**src/rtl/cache_pkg.sv**
```systemverilog
// Shared cache definitions: miss-FSM state codes, line address composition and
// default line geometry.
package cache_pkg;

   localparam int LINE_WORDS_DEF = 4;
   localparam int BEAT_W_DEF     = $clog2(LINE_WORDS_DEF);

   typedef logic [2:0] miss_state_t;

   localparam miss_state_t MISS_IDLE   = 3'd0;
   localparam miss_state_t MISS_SELECT = 3'd1;
   localparam miss_state_t MISS_WB_REQ = 3'd2;
   localparam miss_state_t MISS_RD_REQ = 3'd3;
   localparam miss_state_t MISS_REFILL = 3'd4;
   localparam miss_state_t MISS_DONE   = 3'd5;

   // Line-aligned byte address: tag on top, index below it, offset bits zero.
   function automatic logic [31:0] line_addr(input logic [31:0] tag,
                                             input logic [31:0] index,
                                             input int          tag_w,
                                             input int          idx_w);
      return ((tag << idx_w) | index) << (32 - tag_w - idx_w);
   endfunction

endpackage

```
**src/rtl/miss_beat_cnt.sv**
```systemverilog
// Refill beat counter: counts returned beats within a line, wraps naturally at
// 2**BEAT_W, clear has priority over increment.
module miss_beat_cnt
   import cache_pkg::*;
#(
   parameter int BEAT_W = BEAT_W_DEF
) (
   input  logic              clk,
   input  logic              resetn,
   input  logic              inc,
   input  logic              clear,
   output logic [BEAT_W-1:0] count
);

   // NOTE: sequential state is written with <= only, so every flop samples
   // pre-edge values regardless of process ordering.
   always_ff @(posedge clk or negedge resetn) begin
      if (!resetn) begin
         count <= '0;
      end else if (clear) begin
         count <= '0;
      end else if (inc) begin
         count <= count + 1'b1;
      end
   end

endmodule

```
**src/rtl/cache_miss_ctrl.sv**
```systemverilog
// Miss-handling controller for one set-associative cache: victim select,
// optional writeback, line read and refill. Define CACHE_MISS_CTRL_PERF_EN
// to add the perf_miss_cnt / perf_wb_cnt event counters.
module cache_miss_ctrl
   import cache_pkg::*;
#(
   parameter  int NUM_WAY    = 2,
   parameter  int TAG_W      = 20,
   parameter  int IDX_W      = 8,
   parameter  int LINE_WORDS = LINE_WORDS_DEF,
   parameter  int DATA_W     = 32,
   localparam int BEAT_W     = $clog2(LINE_WORDS)
) (
   input  logic               clk,
   input  logic               resetn,
   input  logic               miss_valid,
   output logic               miss_ready,
   input  logic [IDX_W-1:0]   miss_index,
   input  logic [TAG_W-1:0]   miss_tag,
   input  logic [NUM_WAY-1:0] v_ways,
   input  logic [NUM_WAY-1:0] d_ways,
   output logic               repl_en,
   input  logic [NUM_WAY-1:0] repl_way,
   input  logic [TAG_W-1:0]   victim_tag,
   output logic [NUM_WAY-1:0] victim_way,
   output logic               wr_req,
   input  logic               wr_rdy,
   output logic [31:0]        wr_addr,
   output logic               rd_req,
   input  logic               rd_rdy,
   output logic [31:0]        rd_addr,
   input  logic               ret_valid,
   input  logic               ret_last,
   input  logic [DATA_W-1:0]  ret_data,
   output logic               refill_we,
   output logic [IDX_W-1:0]   refill_index,
   output logic [BEAT_W-1:0]  refill_word,
   output logic [DATA_W-1:0]  refill_data,
   output logic               done
`ifdef CACHE_MISS_CTRL_PERF_EN
   ,
   output logic [31:0]        perf_miss_cnt,
   output logic [31:0]        perf_wb_cnt
`endif
);

   miss_state_t        state_q, state_d;
   logic [IDX_W-1:0]   index_q;
   logic [TAG_W-1:0]   tag_q;
   logic [TAG_W-1:0]   vtag_q;
   logic [NUM_WAY-1:0] v_q, d_q, way_q;
   logic               accept;
   logic               wb_need;
   logic               beat_inc, beat_clear;

   assign accept  = miss_valid && miss_ready;
   // Valid gates dirty: an invalid line never needs writing back.
   assign wb_need = |(repl_way & v_q & d_q);

   always_ff @(posedge clk or negedge resetn) begin
      if (!resetn) begin
         state_q <= MISS_IDLE;
      end else begin
         state_q <= state_d;
      end
   end

   always_comb begin
      state_d = state_q;
      case (state_q)
         MISS_IDLE:   if (miss_valid) state_d = MISS_SELECT;
         MISS_SELECT: state_d = wb_need ? MISS_WB_REQ : MISS_RD_REQ;
         MISS_WB_REQ: if (wr_rdy) state_d = MISS_RD_REQ;
         MISS_RD_REQ: if (rd_rdy) state_d = MISS_REFILL;
         MISS_REFILL: if (ret_valid && ret_last) state_d = MISS_DONE;
         MISS_DONE:   state_d = MISS_IDLE;
         default:     state_d = MISS_IDLE;
      endcase
   end

   always_comb begin
      // NOTE: every output gets a default before the case so no path infers a latch.
      miss_ready = 1'b0;
      repl_en    = 1'b0;
      wr_req     = 1'b0;
      rd_req     = 1'b0;
      refill_we  = 1'b0;
      done       = 1'b0;
      case (state_q)
         MISS_IDLE:   miss_ready = 1'b1;
         MISS_SELECT: repl_en    = 1'b1;
         MISS_WB_REQ: wr_req     = 1'b1;
         MISS_RD_REQ: rd_req     = 1'b1;
         MISS_REFILL: refill_we  = ret_valid;
         MISS_DONE:   done       = 1'b1;
         default:     ;
      endcase
   end

   always_ff @(posedge clk or negedge resetn) begin
      if (!resetn) begin
         index_q <= '0;
         tag_q   <= '0;
         v_q     <= '0;
         d_q     <= '0;
         way_q   <= '0;
         vtag_q  <= '0;
      end else begin
         if (accept) begin
            index_q <= miss_index;
            tag_q   <= miss_tag;
            v_q     <= v_ways;
            d_q     <= d_ways;
         end
         if (state_q == MISS_SELECT) begin
            way_q  <= repl_way;
            vtag_q <= victim_tag;
         end
      end
   end

   // Addresses come straight from latched fields, so they hold while a request is up.
   assign wr_addr      = line_addr(32'(vtag_q), 32'(index_q), TAG_W, IDX_W);
   assign rd_addr      = line_addr(32'(tag_q), 32'(index_q), TAG_W, IDX_W);
   assign victim_way   = way_q;
   assign refill_index = index_q;
   assign refill_data  = (state_q == MISS_REFILL) ? ret_data : '0;

   assign beat_inc   = (state_q == MISS_REFILL) && ret_valid;
   assign beat_clear = beat_inc && ret_last;

   miss_beat_cnt #(
      .BEAT_W (BEAT_W)
   ) u_beat_cnt (
      .clk    (clk),
      .resetn (resetn),
      .inc    (beat_inc),
      .clear  (beat_clear),
      .count  (refill_word)
   );

`ifdef CACHE_MISS_CTRL_PERF_EN
   always_ff @(posedge clk or negedge resetn) begin
      if (!resetn) begin
         perf_miss_cnt <= '0;
         perf_wb_cnt   <= '0;
      end else begin
         if (accept) perf_miss_cnt <= perf_miss_cnt + 32'd1;
         if (wr_req && wr_rdy) perf_wb_cnt <= perf_wb_cnt + 32'd1;
      end
   end
`endif

endmodule

```
**config.mk**
```make
export PLATFORM = sky130hd
export DESIGN_NAME = cache_miss_ctrl
export DESIGN_NICKNAME = d
export VERILOG_FILES = /design/src/rtl/cache_pkg.sv /design/src/rtl/miss_beat_cnt.sv /design/src/rtl/cache_miss_ctrl.sv
export SDC_FILE = /design/constraint.sdc
export NUM_CORES = 1
export LEC_CHECK = 0
export BUFFER_PORTS_ARGS = -buffer_cell sky130_fd_sc_hd__buf_2
export CAP_MARGIN = 15
export CELL_PAD_IN_SITES_DETAIL_PLACEMENT = 0
export CELL_PAD_IN_SITES_GLOBAL_PLACEMENT = 1
export CORE_MARGIN = 10
export CORE_UTILIZATION = 31
export DETAILED_ROUTE_END_ITERATION = 12
export GPL_TIMING_DRIVEN = 0
export PLACE_DENSITY_LB_ADDON = 0.1
export SKIP_CTS_REPAIR_TIMING = 1
export SYNTH_ARGS = -nofsm -noshare
export SYNTH_HDL_FRONTEND = slang
export SYNTH_SLANG_ARGS = --single-unit
```
**constraint.sdc**
```tcl
create_clock -name clk -period 1.9 [get_ports clk]
set_input_delay 0.095 -clock clk [delete_from_list [all_inputs] [get_ports clk]]
set_output_delay 0.095 -clock clk [all_outputs]
set_load 0.005 [all_outputs]
```
======== Yosys cells after proc, flatten, opt, wreduce, memory -nomap -nowiden ========
Cells that the tools add are included.
storage, ports and cells
  bits in registers ....................... 59
  logic and storage cells ................. 45
  output and inout port bits .............. 114
  bits of input ports ..................... 93
operators by class
  eq/ne operators ......................... 9
  add/subtract/negate cells ............... 1
  reductions and logical operators ........ 8
  mux-type cells .......................... 15
  bitwise gates (word level) .............. 4
operators with widths
  cell                                                              count
  28-bit by 8-bit OR with 28-bit output                             2
  32-bit two-way mux                                                1
  3-bit one-hot mux with 5 select lines                             1
  3-bit two-way mux                                                 4
  2-bit inequality test (second input constant)                     4
  1-bit two-way mux                                                 7
  3-bit by 2-bit == test with 1-bit output (second input constant)  2
  3-bit == test (second input constant)                             2
  2-bit AND                                                         2
  1-bit logical AND                                                 4
  2-bit two-way mux                                                 2
  4-bit AND reduction                                               1
  3-bit by 1-bit == test with 1-bit output (second input constant)  1
  3-bit logical NOT                                                 1
  2-bit by 1-bit adder with 2-bit output (second input constant)    1
  2-bit nonzero test                                                1
  2-bit OR reduction                                                1

======== Depth between registers and ports, before layout ========
  depth after elaboration ................. 5
  gate-level depth with buffers ........... 6
  mapped depth without buffers ............ 3

======== Hierarchy ========
A second synthesis with hierarchy kept.
second synthesis, totals
  cells, all modules ...................... 212
  area, all modules ....................... 2819.0 um^2
by module, submodules not included
  module           sequential area each (um^2)  cells each  area an instance (um^2)  times used
  cache_miss_ctrl  1426.4                       205         2730.1                   1
  miss_beat_cnt    50.0                         7           88.8                     1

======== Worst setup path after synthesis ========
OpenSTA, ideal clock, no wires.
  path type ............................... register to register
  start point ............................. register state_q[1]
  end point ............................... register way_q[0], in the netlist victim_way[0]
  data required time ...................... 1.775 ns
  stages on the path, launching flop included .. 5
  path buffers ............................ 2
  arrival ................................. 1.382 ns
  setup time .............................. 0.125 ns
  slack ................................... 0.393 ns
  cells stage by stage .................... dfrtp_1 buf_6 nor3b_4 buf_12 mux2_4
between the ends
  word-level cells in the longest chain between the ends .. 1
ends and longest elaborated chain
  item                                      RTL line                source
  from (decl)                               cache_miss_ctrl.sv:47   miss_state_t state_q, state_d;
  from (signal assigned)                    cache_miss_ctrl.sv:64   state_q <= state_d;
  3-bit by 1-bit == test with 1-bit output  cache_miss_ctrl.sv:115  if (state_q == MISS_SELECT) begin
  to (signal assigned)                      cache_miss_ctrl.sv:116  way_q <= repl_way;
  to (decl)                                 cache_miss_ctrl.sv:51   logic [NUM_WAY-1:0] v_q, d_q, way_q;
Every way passes these cells.
A chain may end at the register's enable or synchronous reset.

======== Final worst setup path ========
  start point ............................. register state_q[1]
  end point ............................... output port refill_data[16]
between the ends
  word-level cells in the longest chain between the ends .. 2
ends and longest elaborated chain
  item                RTL line                source
  3-bit == test       cache_miss_ctrl.sv:127  assign refill_data = (state_q == MISS_REFILL) ? ret_data : '0;
  32-bit two-way mux  cache_miss_ctrl.sv:127
  to (decl)           cache_miss_ctrl.sv:38   output logic [DATA_W-1:0] refill_data,
Every way passes these cells.

==> results.cfg <==
[layout]
fill_cells = 926
final_layout_size_suffix_gt1_share_pct = 64.1
layout_commonest_cell = buf_2
syn2layout_area_growth_pct = 65.3
final_cell_mix = buf_2, dfrtp_1, dlygate4sd3_1, mux2_4, and2_1
nets = 576

[yosys]
avgSynthCellArea_um2 = 14.4
synth-compound-area-share_pct = 2.40
yosysSeqAreaShare_pct = 48.8
synthMuxAreaShare_pct = 27.0
syn-cell-area_um2 = 3030
synthTopCellsByArea = dfrtp_1, mux2_4, and2_1, buf_4, buf_12
yosysTopAreaCellShare_pct = 48.8
yosys.area_share.adder_pct = 0
synth_top_family_by_area = multiplexers
ys_seq_elements = 59
synth_cells = 210
yosysUniqueCellTypes = 29
yosys.area.top_type = dfrtp_1
synthXorXnorAreaFrac_pct = 0
yosysWarnings = 0
yosys.area_share.simple_pct = 10.6

[detailed_routing]
drtAntennaViolNets = 0
viasPerCell = 4.05
drtPass1Iterations = 3
vias = 2521
dr.first_iter.drc_count = 60
wl_um = 9520
drc_errors = 0
wl_per_cell_um = 15.3

[power]
ir_worst_vdd_mv = 0.609
p_per_area_nw_per_um2 = 1390
leakage_nw = 2.68

[critical_path]
crit_path_end_kind = output pin
timing.rr.end = vtag_q[4]
reg2reg_slack_ps = 270
critPathMaxStageDelay_ps = 420
crit_arrival_ps = 1660
rr_startpoint = state_q[1]
crit_type = reg2out
startpoint_type = flop
path_cells = buf_6 > nor3b_4 > buf_6 > clkbuf_4 > and2_1 > buf_2
slowest_stage = dfrtp_1
path_max_fanout = 10
cpMostUsedCell = buf_6
ff2ff_path_depth = 4
cp_data_required_time_ps = 1800

[floorplan]
start_util_pct = 31.4
pin_count = 207
dieHeight_um = 119
dieArea_um2 = 14100
coreArea_um2 = 9640
die_x_um = 119
rows = 36

[grt]
grt_max_degree = 35
grt_pass1_wl_um = 14400
antenna_found_initial = 1
grt_overflow = 0
grt.total_usage_pct = 12.7
grt_pass1_vias = 2629

[worst_hold_path]
hold_path_end = victim_way[1]
holdPathStages = 2
hp-class = in2reg
hold_start = repl_way[1]

[clocking]
cts_tree = yes
clock_path_buffers = 2
numClockSinks = 59
cts_inserted_buffers = 9
cts_root_buf = clkbuf_8
clkTransAtPathRegs_ps = 60
cts_max_level = 3
insertion_delay_ps = 340

[status]
status = finished clean

[timing]
min_period_over_period_pct = 92.4
setup_slack_ps = 145
period_needed_ps = 1750
skew_ps = 10.5
rsz0062_at_grt = false
tightest_slew_ps = 606
slew_violations = 0
final_hold_viol_count = 0
slew_headroom_pct = 59.6
setup_viol = 0
max_freq_mhz = 570
whs_ps = 27.4

[placed_design]
io_buffers = 198
dpl.hpwl_um = 7190
dpl_worst_slack_ps = 258
gp_congestion = 0.691

[job]
maxCapViolCount = 0
## cell usage after synthesis
cell type and number:
mux2_2 5, nor2b_1 2, a21o_1 1, inv_1 1, buf_6 3, conb_1 1, o21bai_1 1, nand3_1 1
o2bb2ai_1 1, and2_1 33, and3b_2 1, a22o_1 1, o32ai_1 1, nor3_4 1, buf_12 5, nor3b_4 2
a21oi_1 2, a31oi_1 2, mux2i_1 1, clkbuf_1 2, nor2_1 3, and2_2 1, clkbuf_2 1, mux2_4 50
buf_4 25, a311oi_1 1, nand2_2 1, dfrtp_1 59, nand2_1 2
## sequential cells by signal (all words and copies together) (netlist names)
name and flops:
d_q 2, refill_index 8, state_q 3, tag_q 20, u_beat_cnt.count 2, v_q 2
victim_way 2, vtag_q 20
## kinds of logic after synthesis
logic type / after synthesis
AOI/OAI and AO/OA: 10
buffers and inverters: 37
and+or+nand+nor: 47
other: 1
DFF: 59
muxes: 56
## routing by layer
layer,wire [um],part of all wire (%),GRT usage [%],up-vias
met1,3970,42,14.4,1177
met2,4610,48,19.8,115
met4,116,1.2,4.12,0
met3,824,8.7,7.04,7
met5,0,0,0,-
li1,-,-,-,1222
## critical path, delay by kind of cell (launching register included)
| kind | cells | cell delay (ps) |
|---|---|---|
| buffers and inverters | 4 | 600 |
| AND/OR/NAND/NOR | 2 | 300 |
| flip-flops | 1 | 420 |
## worst max-delay path by stage
stage	endpoint	depth (start not counted)	startpoint
detailed placement	refill_data[15]	5	state_q[1]
floorplan	victim_way[0]	4	state_q[1]
CTS	refill_data[15]	5	state_q[1]
finish	refill_data[16]	6	state_q[1]
global placement	vtag_q[3]	4	state_q[1]
global route	refill_data[15]	6	state_q[1]
## per-stage QoR
stage / util [%] / setup TNS, ps / instances / cell area, um2 / power (mW)
floorplan: - / 0 / 217 / 3050 / 4.48
global route: 51.9 / 0 / 621 / 5000 / 7.49
global placement: 43.7 / 0 / 548 / 4210 / 5.73
detailed placement: 43.9 / 0 / 549 / 4230 / 5.78
CTS: 46.0 / -2370 / 565 / 4430 / 7.00
finish: 51.9 / 0 / 622 / 5010 / 6.97
## cell type report
| type | count | area [um2] | share of cell area [%] |
|---|---|---|---|
| clock buffers | 9 | 124 | 2.47 |
| clock inverters | 7 | 76.3 | 1.52 |
| flip-flops and latches | 59 | 1480 | 29.5 |
| repair buffers | 255 | 1570 | 31.4 |
| well taps | 133 | 166 | 3.32 |
| inverters | 1 | 3.75 | 0.0750 |
| multi-input cells | 121 | 1240 | 24.8 |
| diodes | 1 | 2.50 | 0.0500 |
| plain buffers | 36 | 344 | 6.87 |
## report_power, final
group | leakage, nW | switching, mW | internal, mW
Sequential | 0.698 | 0.382 | 1.90
Combinational | 1.88 | 1.25 | 2.28
Clock | 0.0962 | 0.536 | 0.614
Note: power is estimated with default switching activity, not from simulation.
